$ cat src/rtl/instr_fetch_unit.sv
// -----------------------------------------------------------------------------
// instr_fetch_unit
// Instruction fetch sequencer. It owns the program counter, addresses a
// synchronous-read instruction memory, splits each word into opcode/literal and
// presents one instruction at a time to decode over a valid/ready handshake.
//
// Ports:
//   clk          system clock (rising edge)
//   reset        synchronous, active-high reset
//   run_en       level, 1 = fetching enabled
//   im_addr      instruction-memory read address (lookahead, see below)
//   im_rdata     instruction-memory read data, one cycle after im_addr
//   opcode       opcode field [14:8] of the presented instruction
//   literal      literal field [7:0] of the presented instruction
//   instr_valid  opcode/literal/pc hold a valid instruction
//   instr_ready  decode accepts the presented instruction this cycle
//   jump_en      load the fetch pointer from jump_addr
//   jump_addr    jump target
//   pc           address of the presented instruction
//   halted       halt-opcode latch status (0 unless FETCH_HALT_OPCODE_EN)
//
// Build option: define FETCH_HALT_OPCODE_EN to make a handshaken all-ones
// opcode park the unit in a sticky HALT state (cleared only by reset).
// -----------------------------------------------------------------------------
module instr_fetch_unit #(
   parameter int unsigned PC_WIDTH    = 7,
   parameter int unsigned INSTR_WIDTH = 15,
   parameter int unsigned OPC_WIDTH   = 7,
   parameter int unsigned LIT_WIDTH   = 8
) (
   input  logic                   clk,
   input  logic                   reset,
   input  logic                   run_en,
   output logic [PC_WIDTH-1:0]    im_addr,
   input  logic [INSTR_WIDTH-1:0] im_rdata,
   output logic [OPC_WIDTH-1:0]   opcode,
   output logic [LIT_WIDTH-1:0]   literal,
   output logic                   instr_valid,
   input  logic                   instr_ready,
   input  logic                   jump_en,
   input  logic [PC_WIDTH-1:0]    jump_addr,
   output logic [PC_WIDTH-1:0]    pc,
   output logic                   halted
);

   localparam logic [1:0] IDLE  = 2'd0;
   localparam logic [1:0] REQ   = 2'd1;
   localparam logic [1:0] ISSUE = 2'd2;
`ifdef FETCH_HALT_OPCODE_EN
   localparam logic [1:0] HALT  = 2'd3;
`endif

   logic [1:0]           state,       stateNext;
   logic [PC_WIDTH-1:0]  fetchPtr,    fetchPtrNext;
   logic [PC_WIDTH-1:0]  pcReg,       pcNext;
   logic [OPC_WIDTH-1:0] opcodeReg,   opcodeNext;
   logic [LIT_WIDTH-1:0] literalReg,  literalNext;
   logic                 validReg,    validNext;
   logic                 handshake;

   assign handshake = validReg & instr_ready;

`ifdef FETCH_HALT_OPCODE_EN
   logic haltedReg, haltedNext;
   logic haltOpc;
   assign haltOpc = (opcodeReg == {OPC_WIDTH{1'b1}});
`endif

   // Next-state and next-output logic
   always_comb begin
      stateNext    = state;
      fetchPtrNext = fetchPtr;
      pcNext       = pcReg;
      opcodeNext   = opcodeReg;
      literalNext  = literalReg;
      validNext    = validReg;
`ifdef FETCH_HALT_OPCODE_EN
      haltedNext   = haltedReg;
`endif
      case (state)
         IDLE: begin
            validNext = 1'b0;
            if (jump_en) begin
               fetchPtrNext = jump_addr;
            end else if (run_en) begin
               stateNext = REQ;
            end
         end
         REQ: begin
            if (jump_en) begin
               // Abandon the word in flight and refetch from the target.
               fetchPtrNext = jump_addr;
               stateNext    = run_en ? REQ : IDLE;
            end else begin
               opcodeNext  = im_rdata[INSTR_WIDTH-1 -: OPC_WIDTH];
               literalNext = im_rdata[LIT_WIDTH-1:0];
               pcNext      = fetchPtr;
               validNext   = 1'b1;
               stateNext   = ISSUE;
            end
         end
         ISSUE: begin
`ifdef FETCH_HALT_OPCODE_EN
            if (handshake && haltOpc) begin
               haltedNext = 1'b1;
               validNext  = 1'b0;
               stateNext  = HALT;
            end else
`endif
            if (jump_en || handshake) begin
               // A jump wins over pc+1 even when the instruction is consumed.
               fetchPtrNext = jump_en ? jump_addr : PC_WIDTH'(pcReg + 1'b1);
               validNext    = 1'b0;
               stateNext    = run_en ? REQ : IDLE;
            end
         end
`ifdef FETCH_HALT_OPCODE_EN
         HALT: begin
            validNext = 1'b0;
         end
`endif
         default: begin
            validNext = 1'b0;
            stateNext = IDLE;
         end
      endcase
   end

   // State and output registers
   always_ff @(posedge clk) begin
      if (reset) begin
         state      <= IDLE;
         fetchPtr   <= '0;
         pcReg      <= '0;
         opcodeReg  <= '0;
         literalReg <= '0;
         validReg   <= 1'b0;
`ifdef FETCH_HALT_OPCODE_EN
         haltedReg  <= 1'b0;
`endif
      end else begin
         state      <= stateNext;
         fetchPtr   <= fetchPtrNext;
         pcReg      <= pcNext;
         opcodeReg  <= opcodeNext;
         literalReg <= literalNext;
         validReg   <= validNext;
`ifdef FETCH_HALT_OPCODE_EN
         haltedReg  <= haltedNext;
`endif
      end
   end

   // The memory registers its address, so it is given the pointer value the
   // next cycle will fetch from; the word then arrives during REQ.
   assign im_addr     = reset ? '0 : fetchPtrNext;
   assign opcode      = opcodeReg;
   assign literal     = literalReg;
   assign pc          = pcReg;
   assign instr_valid = validReg;
`ifdef FETCH_HALT_OPCODE_EN
   assign halted      = haltedReg;
`else
   assign halted      = 1'b0;
`endif

endmodule

$ cat config.mk
export PLATFORM = sky130hd
export DESIGN_NAME = instr_fetch_unit
export DESIGN_NICKNAME = d
export VERILOG_FILES = /design/src/rtl/instr_fetch_unit.sv
export SDC_FILE = /design/constraint.sdc
export NUM_CORES = 1
export LEC_CHECK = 0
export ABC_AREA = 1
export ABC_CLOCK_PERIOD_IN_PS = 1300
export BUFFER_PORTS_ARGS = -buffer_cell sky130_fd_sc_hd__buf_4
export CORE_MARGIN = 4
export CORE_UTILIZATION = 35
export DETAILED_ROUTE_END_ITERATION = 6
export GPL_TIMING_DRIVEN = 0
export HOLD_SLACK_MARGIN = 0.15
export PLACE_DENSITY = 0.61
export SLEW_MARGIN = 20
export SYNTH_ARGS = -nofsm -noshare
export SYNTH_HDL_FRONTEND = slang
export SYNTH_SLANG_ARGS = --single-unit
$ cat constraint.sdc
create_clock -name clk -period 1.3 [get_ports clk]
set_input_delay 0.065 -clock clk [delete_from_list [all_inputs] [get_ports clk]]
set_output_delay 0.065 -clock clk [all_outputs]
set_load 0.03 [all_outputs]
Word level (Yosys, flattened, before mapping)
Index checks and enable logic that the tools add are counted.

word-level totals
  register bits = 32
  input bits = 27
  output and inout port bits = 31

cells by class
  $add $sub $neg = 1
  eq/ne operators = 6
  muxes and demuxes = 14
  bitwise logic cells = 2
  reduce and logical (&&, ||, !) cells = 6

operator list
  cell                                            count
  two-way mux 7 bit                               4
  one-hot mux 7 bit (2 select lines)              1
  two-way mux 2 bit                               4
  != test 2 bit (second input constant)           4
  adder 7 x 1 -> 7 bit (second input constant)    1
  one-hot mux 2 bit (3 select lines)              1
  AND reduction 2 bit                             2
  two-way mux 1 bit                               3
  AND reduction 3 bit                             1
  == test 2 x 1 -> 1 bit (second input constant)  1
  == test 2 bit (second input constant)           1
  zero test 2 bit                                 1
  one-hot mux 1 bit (2 select lines)              1
  OR reduction 2 bit                              1
  bitwise AND 1 bit                               1
  logical OR 1 bit                                1
  NOT 1 bit                                       1

Longest topological paths before layout
Gate-level depths: netlist of the first run.

  word-level depth = 5
  depth in mapped cells = 7
  depth with buffers taken out = 7

Worst setup path before layout of the first run
No wires, ideal clock.

  path type = register -> register
  start = register pcReg[1], in the netlist pc[1]
  end = register fetchPtr[6]
  library setup time = 0.179 ns
  data arrival time = 1.675 ns
  setup slack = -0.555 ns
  cell stages (with the launch flop) = 8
  clock period less this slack = 1.855 ns
  path through = dfxtp_1 ha_1 nand2_1 nor2_1 nand3_1 nand3_1 nand2_1 a21oi_1

between the ends
  longest elaborated chain between the ends = 5

RTL lines
  what                                line  source
  start, declared                     55    logic [PC_WIDTH-1:0] pcReg, pcNext;
  start signal, assigned              144   pcReg <= pcNext;
  adder 7 x 1 -> 7 bit                112   fetchPtrNext = jump_en ? jump_addr : PC_WIDTH'(pcReg + 1'b1);
  two-way mux 7 bit                   112
  two-way mux 7 bit                   110   if (jump_en || handshake) begin
  one-hot mux 7 bit (2 select lines)  80    case (state)
  two-way mux 7 bit                   n/a
  via im_addr[6]                      34    output logic [PC_WIDTH-1:0] im_addr,
  end signal, assigned                143   fetchPtr <= fetchPtrNext;
  end, declared                       54    logic [PC_WIDTH-1:0] fetchPtr, fetchPtrNext;

The timed path passes the listed nets, and every way through them passes these cells.
A chain may end at the register's enable or synchronous reset.

Worst setup path after layout of the first run
  start = register pcReg[0], in the netlist pc[0]
  end = output port im_addr[6]

between the ends
  longest elaborated chain between the ends = 5

RTL lines
  what                                line
  adder 7 x 1 -> 7 bit                112
  two-way mux 7 bit                   112
  two-way mux 7 bit                   110
  one-hot mux 7 bit (2 select lines)  80
  two-way mux 7 bit                   n/a
  end, declared                       34

No other way between the ends.

==> out/results.txt, run 1 <==
flop and latch count out of synthesis - 32
Worst-Skew Late Latency - 0.29 ns
drt wl/cell - 13.7 µm
Max clock buf depth - 2
Pre-Repair DR Iteration Count - 4
largest net degree at the start of global routing - 11
Starting Density - 36.8%
fin worst setup slack - -0.231 ns
vias in the first global route - 1686
setup slack, reg-to-reg - 0.15 ns
Final HPWL DP - 3200 µm
initial antenna violation count - 0
period utilization - 118%
final hold viol count - 0
Vias - 1704
crit end category - output port
port bufs - 55
Slew Viols, Final - 0
Synth cell types - 24
# H-tree levels - 2
global-route usage over all layers - 18.6%
final hold slack - 0.156 ns
CTS tree - yes
Post-route DRC - 0
YS warnings - 0
clk sink count - 32
I/O pins - 58
Final setup viols - 7
Worst Skew - 0.00366 ns
clk root buf - clkbuf_8
r2r endpoint - fetchPtr[4]$_DFF_P_
pwr/cell area - 984 nW/µm²
gpl congestion - 0.762
Worst Hold Class - in -> reg
crit path DAT - 1.47 ns
type of origin of the critical path - flop
total CTS buffers - 5
Worst-path clk slew - 0.07 ns
power consumption - 2.50 mW
Die X-Extent - 73.5 µm
Mapped Nets - 235
# rows - 23
maxcap violations - 0
Core Box Area - 4090 µm²
Placed Cells - 312
share of layout cells above drive strength 1 - 43.5%
Post-Syn Area - 1500 µm²
Finished Layout Cells - 344
Post-Synthesis Cells - 207
sequential share of the synthesized area - 42.6%
GRT overflow - 0
nets@finish - 321
n_diodes - 0
Max FO, Critical Path - 4
beginning of the worst hold path - jump_en
reg2reg path depth - 6
total die area - 5410 µm²
fin crit period - 1.53 ns
crit path kind - reg -> out
maximum resistive drop on vdd - 640 µV
Critical R2R Launch - pc[0]$_SDFFE_PP0P_
total negative setup slack - -1.24 ns
drt first-iter violations - 70
Final ANT Viol Nets - 0
failing checks - negative setup slack
syn_area_per_cell - 7.26 µm²
crit path from - pc[0]$_SDFFE_PP0P_
status - complete, but fails checks
Critical Path Sink - im_addr[6]
Max Clock Freq - 0.653 GHz
RSZ-0062 raised after global routing - true
vias per cell - 4.95
die height - 73.5 µm
CP required - 1.24 ns
first-pass GRT wire length - 7890 µm
final wirelength - 4710 µm
synthesis-to-finish area growth - 69.2%
leakage power - 1.08 nW
==> cell usage after synthesis (all sizes together) <==
library cell	number	area share (%)
a21oi	35	12
a221oi	3	1.7
buf	8	3.8
clkbuf	3	0.75
conb	1	0.25
dfxtp	32	43
ha	1	0.83
inv	18	4.5
nand2	38	10
nand3	25	8.3
nor2	18	6.2
nor3	1	0.33
nor4	1	0.42
o211ai	3	1.5
o21ai	17	5.7
o21bai	2	1.0
or2	1	0.42
==> cell usage in the layout (no fill, tap or decap), drive strengths merged <==
| cell type | n |
|---|---|
| a221oi | 3 |
| o21ai | 17 |
| nor4 | 1 |
| nor2 | 18 |
| a21oi | 35 |
| clkbuf | 9 |
| dlygate4sd3 | 16 |
| nand3 | 25 |
| inv | 18 |
| dfxtp | 32 |
| ha | 1 |
| bufinv | 1 |
| o211ai | 3 |
| or2 | 1 |
| nor3 | 1 |
| o21bai | 2 |
| nand2 | 38 |
| buf | 71 |
| clkinv | 1 |
| conb | 1 |
==> cell type report <==
cell class                 count  area, µm²
fill                         375       1540
multi-input combinational    146        918
timing repair buffer          79        659
sequential                    32        658
clock buffer                   6       72.6
buffer                        11       68.8
inverter                      18       67.6
tap                           50       62.6
clock inverter                 2       35.0
==> power breakdown <==
group / switching [mW] / total [mW] / internal [mW] / leakage (nW)
Combinational: 0.278 / 0.504 / 0.226 / 0.755
Sequential: 0.0332 / 1.05 / 1.02 / 0.265
Clock: 0.379 / 0.947 / 0.568 / 0.0552
Total: 0.690 / 2.50 / 1.81 / 1.08
==> through the flow <==
step                setup WS (ns)  util, %  cell area [µm²]
finish                     -0.231     62.2             2540
detailed placement        -0.0559     50.8             2080
global route               -0.313     62.2             2540
CTS                        -0.243     61.1             2500
floorplan               -0.000826        -             1600
global placement          -0.0705     50.8             2080
==> flip-flops by register name, indices dropped and copies added, names as in the netlist <==
signal and flops:
opcode 7, fetchPtr 7, literal 8, pc 7, state 2, instr_valid 1
==> routing by layer <==
layer  wire length [µm]  vias up  GRT usage (%)
li1                   -      864              -
met5                  0        -              0
met1               2110      776           24.0
met4                 39        0           4.23
met2               2160       58           29.8
met3                393        6           6.70
==> critical path, cell delays in order, from the launching register on <==
cell     delay, ns
dfxtp_4       0.37
ha_4          0.16
nand2_4       0.07
nor2_1        0.09
nand3_1       0.08
nand3_2       0.07
nand2_2       0.06
a21oi_4       0.14
buf_6         0.15
==> cell families (layout without fill, tap and decap cells) <==
group,after synthesis,count (layout),share of synthesized area [%]
adders and majority gates,1,1,0.833
other,1,1,0.250
buffers and inverters,29,116,9.08
AOI/OAI and AO/OA,60,60,21.6
and+or+nand+nor,84,84,25.6
DFF,32,32,42.6
==> worst min path at each step <==
stage | depth (start not counted) | endpoint
6_report | 4 | fetchPtr[5]$_DFF_P_
3_3_place_gp | 3 | state[0]$_SDFFE_PP0P_
5_1_grt | 4 | fetchPtr[5]$_DFF_P_
3_5_place_dp | 3 | state[0]$_SDFFE_PP0P_
2_1_floorplan | 2 | state[0]$_SDFFE_PP0P_
4_1_cts | 4 | fetchPtr[5]$_DFF_P_
==> timing repair <==
item,in CTS,in global routing
setup endpoints to repair,7,7
setup buffers,8,0
hold endpoints to repair,16,0
pin swaps,10,2
gates resized for setup,31,9
hold buffers,16,0
Power figures use the tool's default switching activity.
==> run 2: changes to the inputs <==
--- a/config.mk
+++ b/config.mk
@@ -15,4 +15,5 @@
 export HOLD_SLACK_MARGIN = 0.15
 export PLACE_DENSITY = 0.61
+export RECOVER_POWER = 50
 export SLEW_MARGIN = 20
 export SYNTH_ARGS = -nofsm -noshare
==> constraint.sdc (replaced) <==
create_clock -name clk -period 1.3 [get_ports clk]
set_input_delay 0.13 -clock clk [delete_from_list [all_inputs] [get_ports clk]]
set_output_delay 0.13 -clock clk [all_outputs]
set_load 0.03 [all_outputs]
==> run 2 against run 1 <==
  * The flow still finishes with violations (negative setup slack)
  * Largest cell class unchanged
  * Sequential power is essentially flat
  * Setup slack worse by 0.10 ns
  * First-iteration DRC count increased by 19%
  * Register-to-register slack lost 0.19 ns
==> out/results.txt, run 2 (synthesis gave the netlist of run 1 again) <==
status - complete, but fails checks
failing checks - negative setup slack
pwr/cell area - 923 nW/µm² (-6.2%)
sw power - 0.711 mW (+3.0%)
beginning of the worst hold path - jump_addr[3]
slowest stage cell, crit path - dfxtp_4
Max clock buf depth - 2 (unchanged)
fin crit period - 1.63 ns (+0.104 ns)
Worst Hold Class - in -> reg
worst stage delay on the critical path - 0.37 ns (about the same)
register area - 666 µm² (+1.1%)
Placed Cells - 312 (unchanged)
Worst-path clk slew - 0.07 ns (about the same)
crit end category - output port
nets@finish - 330 (+2.8%)
synthesis-to-finish area growth - 84.0%
I/O pins - 58 (unchanged)
r2r endpoint - opcode[2]$_SDFFE_PP0P_
crit path cell chain - ha_4 -> buf_4 -> nor2_2 -> o21ai_2 -> a21oi_2 -> nor2_4 -> buf_6
Critical R2R Launch - state[0]$_SDFFE_PP0P_
first-pass GRT wire length - 8080 µm (+2.4%)
Worst-Skew Late Latency - 0.28 ns (about the same)
CP bufs+invs - 2 (+1)
Pre-Repair DR Iteration Count - 4 (unchanged)
maxcap violations - 0 (unchanged)
global-route usage over all layers - 19.0% (+0.37 points)
switching portion of total power - 27.9% (+0.28 points)
Pint - 1.84 mW (+1.6%)
CP required - 1.17 ns (-0.07 ns)
Vias - 1780 (+4.5%)
total negative setup slack - -2.08 ns (-0.846 ns)
CTS tree - yes
part of the power in registers - 41.3% (-0.7 points)
final hold slack - 0.239 ns (+0.0824 ns)
largest net degree at the start of global routing - 11 (unchanged)
DP Worst Slack - -0.139 ns (-0.0834 ns)
period utilization - 126% (+8.0 points)
clk sink count - 32 (unchanged)
fin worst setup slack - -0.335 ns (-0.104 ns)
reg2reg path depth - 8 (+2)
area of the multi-input gates - 1010 µm² (+9.9%)
Final HPWL DP - 3230 µm (+0.95%)
maximum resistive drop on vdd - 603 µV (-5.7%)
clock share of power - 37.1% (-0.8 points)
number of fill cells - 349 (-6.9%)
n_diodes - 0 (unchanged)
vias in the first global route - 1786 (+5.9%)
crit path DAT - 1.50 ns (+0.03 ns)
Final ANT Viol Nets - 0 (unchanged)
Combinational Power Share - 21.6% (+1.5 points)
delay-heaviest family, CP - flip-flops
Die X-Extent - 73.5 µm (unchanged)
vias per cell - 5.04 (+1.8%)
Worst Skew - 0.00495 ns (+0.00129 ns)
initial antenna violation count - 0 (unchanged)
drt wl/cell - 14.4 µm (+4.9%)
drt first-iter violations - 83 (+19%)
final wirelength - 5070 µm (+7.6%)
final hold viol count - 0 (unchanged)
hold endpoint - fetchPtr[3]$_DFF_P_
hold path cells - 5 (+1)
Final setup viols - 23 (+16)
GRT overflow - 0 (unchanged)
most frequent cells in the layout - buf_4 (58), nand3_1 (22), a21oi_1 (22), dfxtp_1 (22)
total CTS buffers - 5 (unchanged)
clk root buf - clkbuf_8
worst slew pin tran - 0.561 ns
RSZ-0062 raised after global routing - true
Slew Viols, Final - 0 (unchanged)
Max Clock Freq - 0.612 GHz (-6.4%)
type of origin of the critical path - flop
# rows - 23 (unchanged)
max_slew headroom - 62.6%
Finished Layout Cells - 353 (+2.6%)
die height - 73.5 µm (unchanged)
total die area - 5410 µm² (unchanged)
gpl congestion - 0.821 (+7.7%)
Starting Density - 36.8% (unchanged)
port bufs - 55 (unchanged)
share of layout cells above drive strength 1 - 52.8% (+9.3 points)
most common cell after layout, fill and taps aside - buf_4
power consumption - 2.55 mW (+2.0%)
# H-tree levels - 2 (unchanged)
setup slack, reg-to-reg - -0.04 ns (-0.19 ns)
Core Box Area - 4090 µm² (unchanged)
Max FO, Critical Path - 4 (unchanged)
max reg flops - 8 (unchanged)
crit path kind - reg -> out
Post-route DRC - 0 (unchanged)
leakage power - 1.16 nW (+7.6%)
[run 2: area by class of cell]
type | instances | area share [%]
buffer | 11 | 3.21
clock buffer | 6 | 2.62
clock inverter | 2 | 1.27
inverter | 18 | 2.53
multi-input combinational | 146 | 36.5
sequential | 32 | 24.1
tap | 50 | 2.26
timing repair buffer | 88 | 27.5
[run 2: worst max-delay path by stage]
stage / to / slack (ns) / start / depth (start not counted)
after floorplan: im_addr[4] / -0.008 / pc[0]$_SDFFE_PP0P_ / 5
after global placement: im_addr[1] / -0.14 / instr_valid$_SDFFE_PP0P_ / 8
after detailed placement: im_addr[1] / -0.14 / instr_valid$_SDFFE_PP0P_ / 8
after CTS: im_addr[6] / -0.34 / pc[0]$_SDFFE_PP0P_ / 8
after global routing: im_addr[6] / -0.43 / pc[1]$_SDFFE_PP0P_ / 8
final: im_addr[2] / -0.33 / pc[1]$_SDFFE_PP0P_ / 7
[run 2: through the flow]
step / instance area [µm²] / util (%)
2_1_floorplan: 1610 / -
3_3_place_gp: 2080 / 50.9
3_5_place_dp: 2080 / 50.9
4_1_cts: 2520 / 61.8
5_1_grt: 2770 / 67.7
6_report: 2770 / 67.7
[run 2: power groups by stage]
stage	registers (mW)	logic, mW	clock network, mW
6_report	1.05	0.552	0.947
5_1_grt	1.06	0.594	1.01
4_1_cts	1.05	0.501	0.973
3_5_place_dp	1.07	0.421	0
3_3_place_gp	1.07	0.418	0
2_1_floorplan	1.10	0.225	0
[run 2: tightest hold or removal path, delay by kind of cell]
kind	cells	cell delay, ns
compound gates	1	0.05
buf+inv	2	0.15
simple gates	2	0.15
[run 2: repair_timing]
action / in CTS / in global routing
endpoints found under the setup margin: 7 / 28
hold endpoints to repair: 16 / 0
cloned: 0 / 2
hold buffers: 16 / 0
gates resized for setup: 36 / 47
pin swaps: 14 / 14
setup buffers: 9 / 7
[run 2: routing by layer]
metal | vias to the layer above | track usage [%] | share of wire (%)
met2 | 58 | 31.3 | 48
met5 | - | 0 | 0
met1 | 830 | 24.0 | 45
met4 | 0 | 6.04 | 0.99
li1 | 884 | - | -
met3 | 8 | 5.20 | 6.7
